**src/rtl/sample_sequencer.sv**
```systemverilog
// Write-side sequencer for the receive FIFO: snapshots up to eight channel samples per strobe
// and writes them as one contiguous burst, prefixed by a tag word at the start of each gate window.
module sample_sequencer #(
  parameter int             DW       = 16,
  parameter int             LEVEL_W  = 12,
  parameter int             HEADROOM = 8,
  parameter logic [DW-1:0]  TAG_WORD = 16'h4000
) (
  input  logic               clk,
  input  logic               reset,
  input  logic               strobe,
  input  logic               gate_enable,
  input  logic [3:0]         channels,
  input  logic [DW-1:0]      din0,
  input  logic [DW-1:0]      din1,
  input  logic [DW-1:0]      din2,
  input  logic [DW-1:0]      din3,
  input  logic [DW-1:0]      din4,
  input  logic [DW-1:0]      din5,
  input  logic [DW-1:0]      din6,
  input  logic [DW-1:0]      din7,
  input  logic [LEVEL_W-1:0] fifo_level,
  input  logic               fifo_full,
  input  logic               clear_status,
  output logic               wr_req,
  output logic [DW-1:0]      wr_data,
  output logic               busy,
  output logic               overflow,
  output logic [7:0]         dropped_count
);

  typedef enum logic [1:0] {IDLE, TAG, WRITE} state_t;

  state_t            state, state_n;
  logic [2:0]        idx, idx_n, last_idx, last_idx_n;
  logic              tag_pending, tag_n;
  logic              wr_req_n, busy_n, ovf_n;
  logic [DW-1:0]     wr_data_n;
  logic [7:0]        cnt_n;
  logic [DW-1:0]     samples [8];
  logic [DW-1:0]     din_bus [8];
  logic [3:0]        n_eff, need;
  logic [LEVEL_W:0]  level_sum;
  logic              admit, load, emit, lost, drop;
  logic [DW-1:0]     word;
  logic [2:0]        idx_inc;

  function automatic logic [7:0] sat_inc(input logic [7:0] c);
    return (c == 8'hFF) ? c : c + 8'd1;
  endfunction

  assign din_bus[0] = din0;
  assign din_bus[1] = din1;
  assign din_bus[2] = din2;
  assign din_bus[3] = din3;
  assign din_bus[4] = din4;
  assign din_bus[5] = din5;
  assign din_bus[6] = din6;
  assign din_bus[7] = din7;

  // Outputs are registered, so fifo_full seen at the edge that loads a word masks that word.
  assign n_eff     = (channels == 4'd0 || channels > 4'd8) ? 4'd8 : channels;
  assign need      = n_eff + {3'b000, tag_pending};
  assign level_sum = {1'b0, fifo_level} + (LEVEL_W+1)'(need) + (LEVEL_W+1)'(HEADROOM);
  assign admit     = !fifo_full && !level_sum[LEVEL_W];
  assign idx_inc   = idx + 3'd1;

  always_comb begin
    state_n    = state;
    idx_n      = idx;
    last_idx_n = last_idx;
    tag_n      = tag_pending;
    wr_req_n   = 1'b0;
    wr_data_n  = wr_data;
    busy_n     = busy;
    ovf_n      = overflow;
    cnt_n      = dropped_count;
    load       = 1'b0;
    emit       = 1'b0;
    lost       = 1'b0;
    drop       = 1'b0;
    word       = samples[0];

    if (clear_status) begin
      ovf_n = 1'b0;
      cnt_n = 8'd0;
    end
    if (!gate_enable) tag_n = 1'b1;

    case (state)
      IDLE: begin
        if (strobe && gate_enable) begin
          if (admit) begin
            load       = 1'b1;
            last_idx_n = 3'(n_eff - 4'd1);
            busy_n     = 1'b1;
            wr_req_n   = 1'b1;
            idx_n      = 3'd0;
            if (tag_pending) begin
              state_n   = TAG;
              wr_data_n = TAG_WORD;
              tag_n     = 1'b0;
            end else begin
              state_n   = WRITE;
              wr_data_n = din0;
            end
          end else begin
            drop = 1'b1;
          end
        end
      end
      TAG: begin
        state_n = WRITE;
        idx_n   = 3'd0;
        emit    = 1'b1;
        word    = samples[0];
      end
      WRITE: begin
        if (idx == last_idx) begin
          state_n = IDLE;
          busy_n  = 1'b0;
        end else begin
          idx_n = idx_inc;
          emit  = 1'b1;
          word  = samples[idx_inc];
        end
      end
      default: state_n = IDLE;
    endcase

    if (emit) begin
      if (fifo_full) begin
        lost = 1'b1;
      end else begin
        wr_req_n  = 1'b1;
        wr_data_n = word;
      end
    end

    if (strobe && gate_enable && state != IDLE) drop = 1'b1;
    if (drop) begin
      ovf_n = 1'b1;
      cnt_n = sat_inc(cnt_n);
    end
    if (lost) ovf_n = 1'b1;
  end

  always_ff @(posedge clk) begin
    if (reset) begin
      state         <= IDLE;
      idx           <= 3'd0;
      last_idx      <= 3'd0;
      tag_pending   <= 1'b1;
      wr_req        <= 1'b0;
      wr_data       <= '0;
      busy          <= 1'b0;
      overflow      <= 1'b0;
      dropped_count <= 8'd0;
    end else begin
      state         <= state_n;
      idx           <= idx_n;
      last_idx      <= last_idx_n;
      tag_pending   <= tag_n;
      wr_req        <= wr_req_n;
      wr_data       <= wr_data_n;
      busy          <= busy_n;
      overflow      <= ovf_n;
      dropped_count <= cnt_n;
    end
  end

  // Sample snapshot is pure data and is left out of reset.
  always_ff @(posedge clk) begin
    if (load) begin
      for (int i = 0; i < 8; i++) samples[i] <= din_bus[i];
    end
  end

endmodule

```
**config.mk**
```make
export PLATFORM = sky130hd
export DESIGN_NAME = sample_sequencer
export DESIGN_NICKNAME = d
export VERILOG_FILES = /design/src/rtl/sample_sequencer.sv
export SDC_FILE = /design/constraint.sdc
export NUM_CORES = 1
export LEC_CHECK = 0
export CAP_MARGIN = 0
export CORE_ASPECT_RATIO = 1.75
export CORE_UTILIZATION = 55
export CTS_CLUSTER_DIAMETER = 100
export DETAILED_ROUTE_END_ITERATION = 16
export DONT_BUFFER_PORTS = 1
export PLACE_DENSITY = 0.8
export SLEW_MARGIN = 20
export SYNTH_ARGS = -nofsm -noshare
export SYNTH_HDL_FRONTEND = slang
export SYNTH_SLANG_ARGS = --single-unit
```
**constraint.sdc**
```tcl
create_clock -name clk -period 7.8 [get_ports clk]
set_clock_uncertainty 0.15 [all_clocks]
set_input_delay 0.78 -clock clk [delete_from_list [all_inputs] [get_ports clk]]
set_output_delay 0.78 -clock clk [all_outputs]
set_load 0.05 [all_outputs]
```
==> summary.txt <==
Power
  • Worst VDD drop: 0.2906 mV
  • Leak: 0.002454 uW
  • PD cells: 253.7 mW/mm2

Floorplanning
  • Starting Density: 0.5630
  • Rows: 55
  • I/O pin cnt: 177
  • DIE AREA: 0.01372 mm2
  • Core Area: 0.01294 mm2
  • Die Y: 154.2 um
  • Die Wd: 88.99 um

Logic synthesis
  • Largest area contributor in the netlist: edfxtp_1
  • Top post-synthesis cells by area: edfxtp_1 53%, dfxtp_1 9.9%, mux4_2 9.9%
  • Seq/Total Area, Yosys: 0.6267
  • Synth Area per Inst: 14.77 um2
  • Ys flop type: edfxtp_1
  • Synth Net Count: 657
  • Post-synth EDFFs: 128
  • Yosys reg bits: 164
  • Async SR Flop Fraction: 0
  • Syn Std Cell Area: 0.007283 mm2
  • Top-area cell type share of the netlist area: 0.5277
  • Mapped Cells: 493
  • Yosys cell types: 55
  • Synth Warn #: 0

Critical path
  • Critical Path RT: 7.70 ns
  • Buf/Inv on CP: 2
  • Worst Path Max Fanout: 92
  • Crit end category: flip-flop
  • Critical path's slowest cell: dfxtp_1
  • Cell chain of the critical path: ha_1 > ha_1 > xnor2_1 > ha_1 > ha_1 > and4_1 > a221oi_2 > o21a_2 > nand2_1 > inv_6 > buf_4
  • Most used cell, CP: ha_1
  • CP top delay family: buffers and inverters
  • FF-to-FF setup slack: 2.72 ns
  • CP Class: reg -> reg
  • CP max stage delay: 0.84 ns
  • Crit path DAT: 4.98 ns
  • Type of origin of the critical path: flip-flop

Clock tree
  • Worst-Skew Late Latency: 0.42 ns
  • Cts hold-fix bufs: 0
  • Clk root buf: clkbuf_16
  • PostCTS Resize Cnt: 0
  • Worst-path clk slew: 0.07 ns
  • TritonCTS Buffers: 17
  • H-tree levels: 4
  • CTS tree: done
  • Clock sinks: 164
  • Buffer count from post-CTS setup fixing: 0
  • Max Buffers Root-to-Sink: 2

Min path
  • Hold Path Class: in -> reg

Timing
  • Final min period: 5.079 ns
  • Setup_tns: 0 ns
  • Final hold slack: 0.2949 ns
  • Slew at the pin closest to its max-slew limit: 0.9880 ns
  • Crit share post-route: 0.6511
  • Max Fclk: 196.9 MHz
  • Unrepaired setup endpoints after global routing: false
  • Final hold vios: 0
  • Final Setup Violations: 0
  • Slew Limit Fails: 0
  • Relative slew margins: 0.3413

GRT
  • Initial antenna violation count: 0
  • Largest net degree at the start of global routing: 93
  • Total GRT Usage: 0.2271
  • Grt total ovfl: 0
  • First-pass GRT wire length: 22.59 mm
  • Number of global-route vias before repair: 4430

Route
  • Final WL: 15.12 mm
  • First-pass DRT Iterations: 5
  • Remaining DRCs: 0
  • Vias: 4280
  • Post-route ant nets: 0
  • DR vias/cell: 6.436
  • Initial DRC count: 344
  • Avg WL per Cell: 22.73 um

Final layout
  • Final net count: 645
  • N_diodes: 0
  • Share of cells above drive strength 1: 0.1518
  • Layout area overhead: 9.689%
  • Most frequent cells in the layout: 128 x edfxtp_1, 35 x dfxtp_1, 33 x o211ai_1
  • Commonest non-fill, non-tap cell in the layout: edfxtp_1

Job
  • Max cap viols: 0

Placement
  • Routability cong.: 0.7856
  • Placed wire-length estimate: 10.10 mm
  • IO Port Bufs: 0

Status
  • Outcome: finished, final reports clean
sequential cells by signal, summed over array words and instances (netlist names):
name	cells
wr_req	1
busy	1
idx	3
tag_pending	1
wr_data	16
dropped_count	8
last_idx	3
samples	128
overflow	1
state	2
metrics by stage:
step	instance area, um2	util	total power [uW]	setup WS (ns)	std cells
global placement	7380	0.5704	1197	2.718	633
detailed placement	7388	0.5711	1205	2.585	633
CTS	7989	0.6175	2040	2.689	665
global route	7989	0.6175	2094	2.407	665
floorplan	7283	-	1172	2.881	493
finish	7989	0.6175	2027	2.721	665
logic make-up after synthesis:
family          count (synthesis)  synth area share
compound gates                 83           0.08555
xor+xnor                        6          0.008246
fa+ha+maj                      14           0.02405
buf+inv                        48           0.03144
flops                         164            0.6267
mux                            51            0.1251
simple gates                  127           0.09895
final cells by class:
| cell class | instances | area [um2] |
|---|---|---|
| Clock buffer | 19 | 432.9 |
| Multi-Input combinational cell | 281 | 2525 |
| Sequential cell | 164 | 4566 |
| Tap cell | 171 | 214.0 |
| Clock inverter | 13 | 167.7 |
| Timing Repair Buffer | 4 | 30.03 |
| Inverter | 13 | 53.80 |
| Fill cell | 986 | 4949 |
synthesized netlist by cell type, drive strengths merged, types with 2 or more instances:
cell type / count
nand3: 21
and3: 2
inv: 13
a311o: 2
mux2i: 19
dfxtp: 36
nand2: 27
o31ai: 3
nor2: 7
a211oi: 8
and4: 4
mux4: 32
or4: 3
nor2b: 11
buf: 20
nand4: 17
edfxtp: 128
xnor2: 4
xor2: 2
nand2b: 2
o211ai: 34
clkbuf: 15
a31oi: 4
nor3b: 15
nor3: 5
nand4b: 2
nor4: 3
a22o: 2
ha: 14
o21ai: 6
and2: 5
a21oi: 10
power breakdown:
part	leakage [uW]	switching (uW)	total, uW	internal (uW)
Sequential	0.00146	26.6	1010	984
Combinational	0.000703	106	176	70.5
Clock	0.000289	356	840	484
metal layers:
metal / GRT usage / share of wire / up-vias
li1: - / - / 1960
met1: 0.2560 / 0.37 / 2090
met2: 0.3916 / 0.53 / 197
met3: 0.06670 / 0.074 / 33
met4: 0.1005 / 0.028 / 0
met5: 0 / 0 / -
final timing paths:
kind	start	end	depth (start not counted)
min	reset	dropped_count[4]	1
max	tag_pending	samples[6][5]	11
max reg2reg	tag_pending	samples[6][5]	11
min reg2reg	state[0]	state[0]	1
Note: power is estimated with default switching activity, not from simulation.
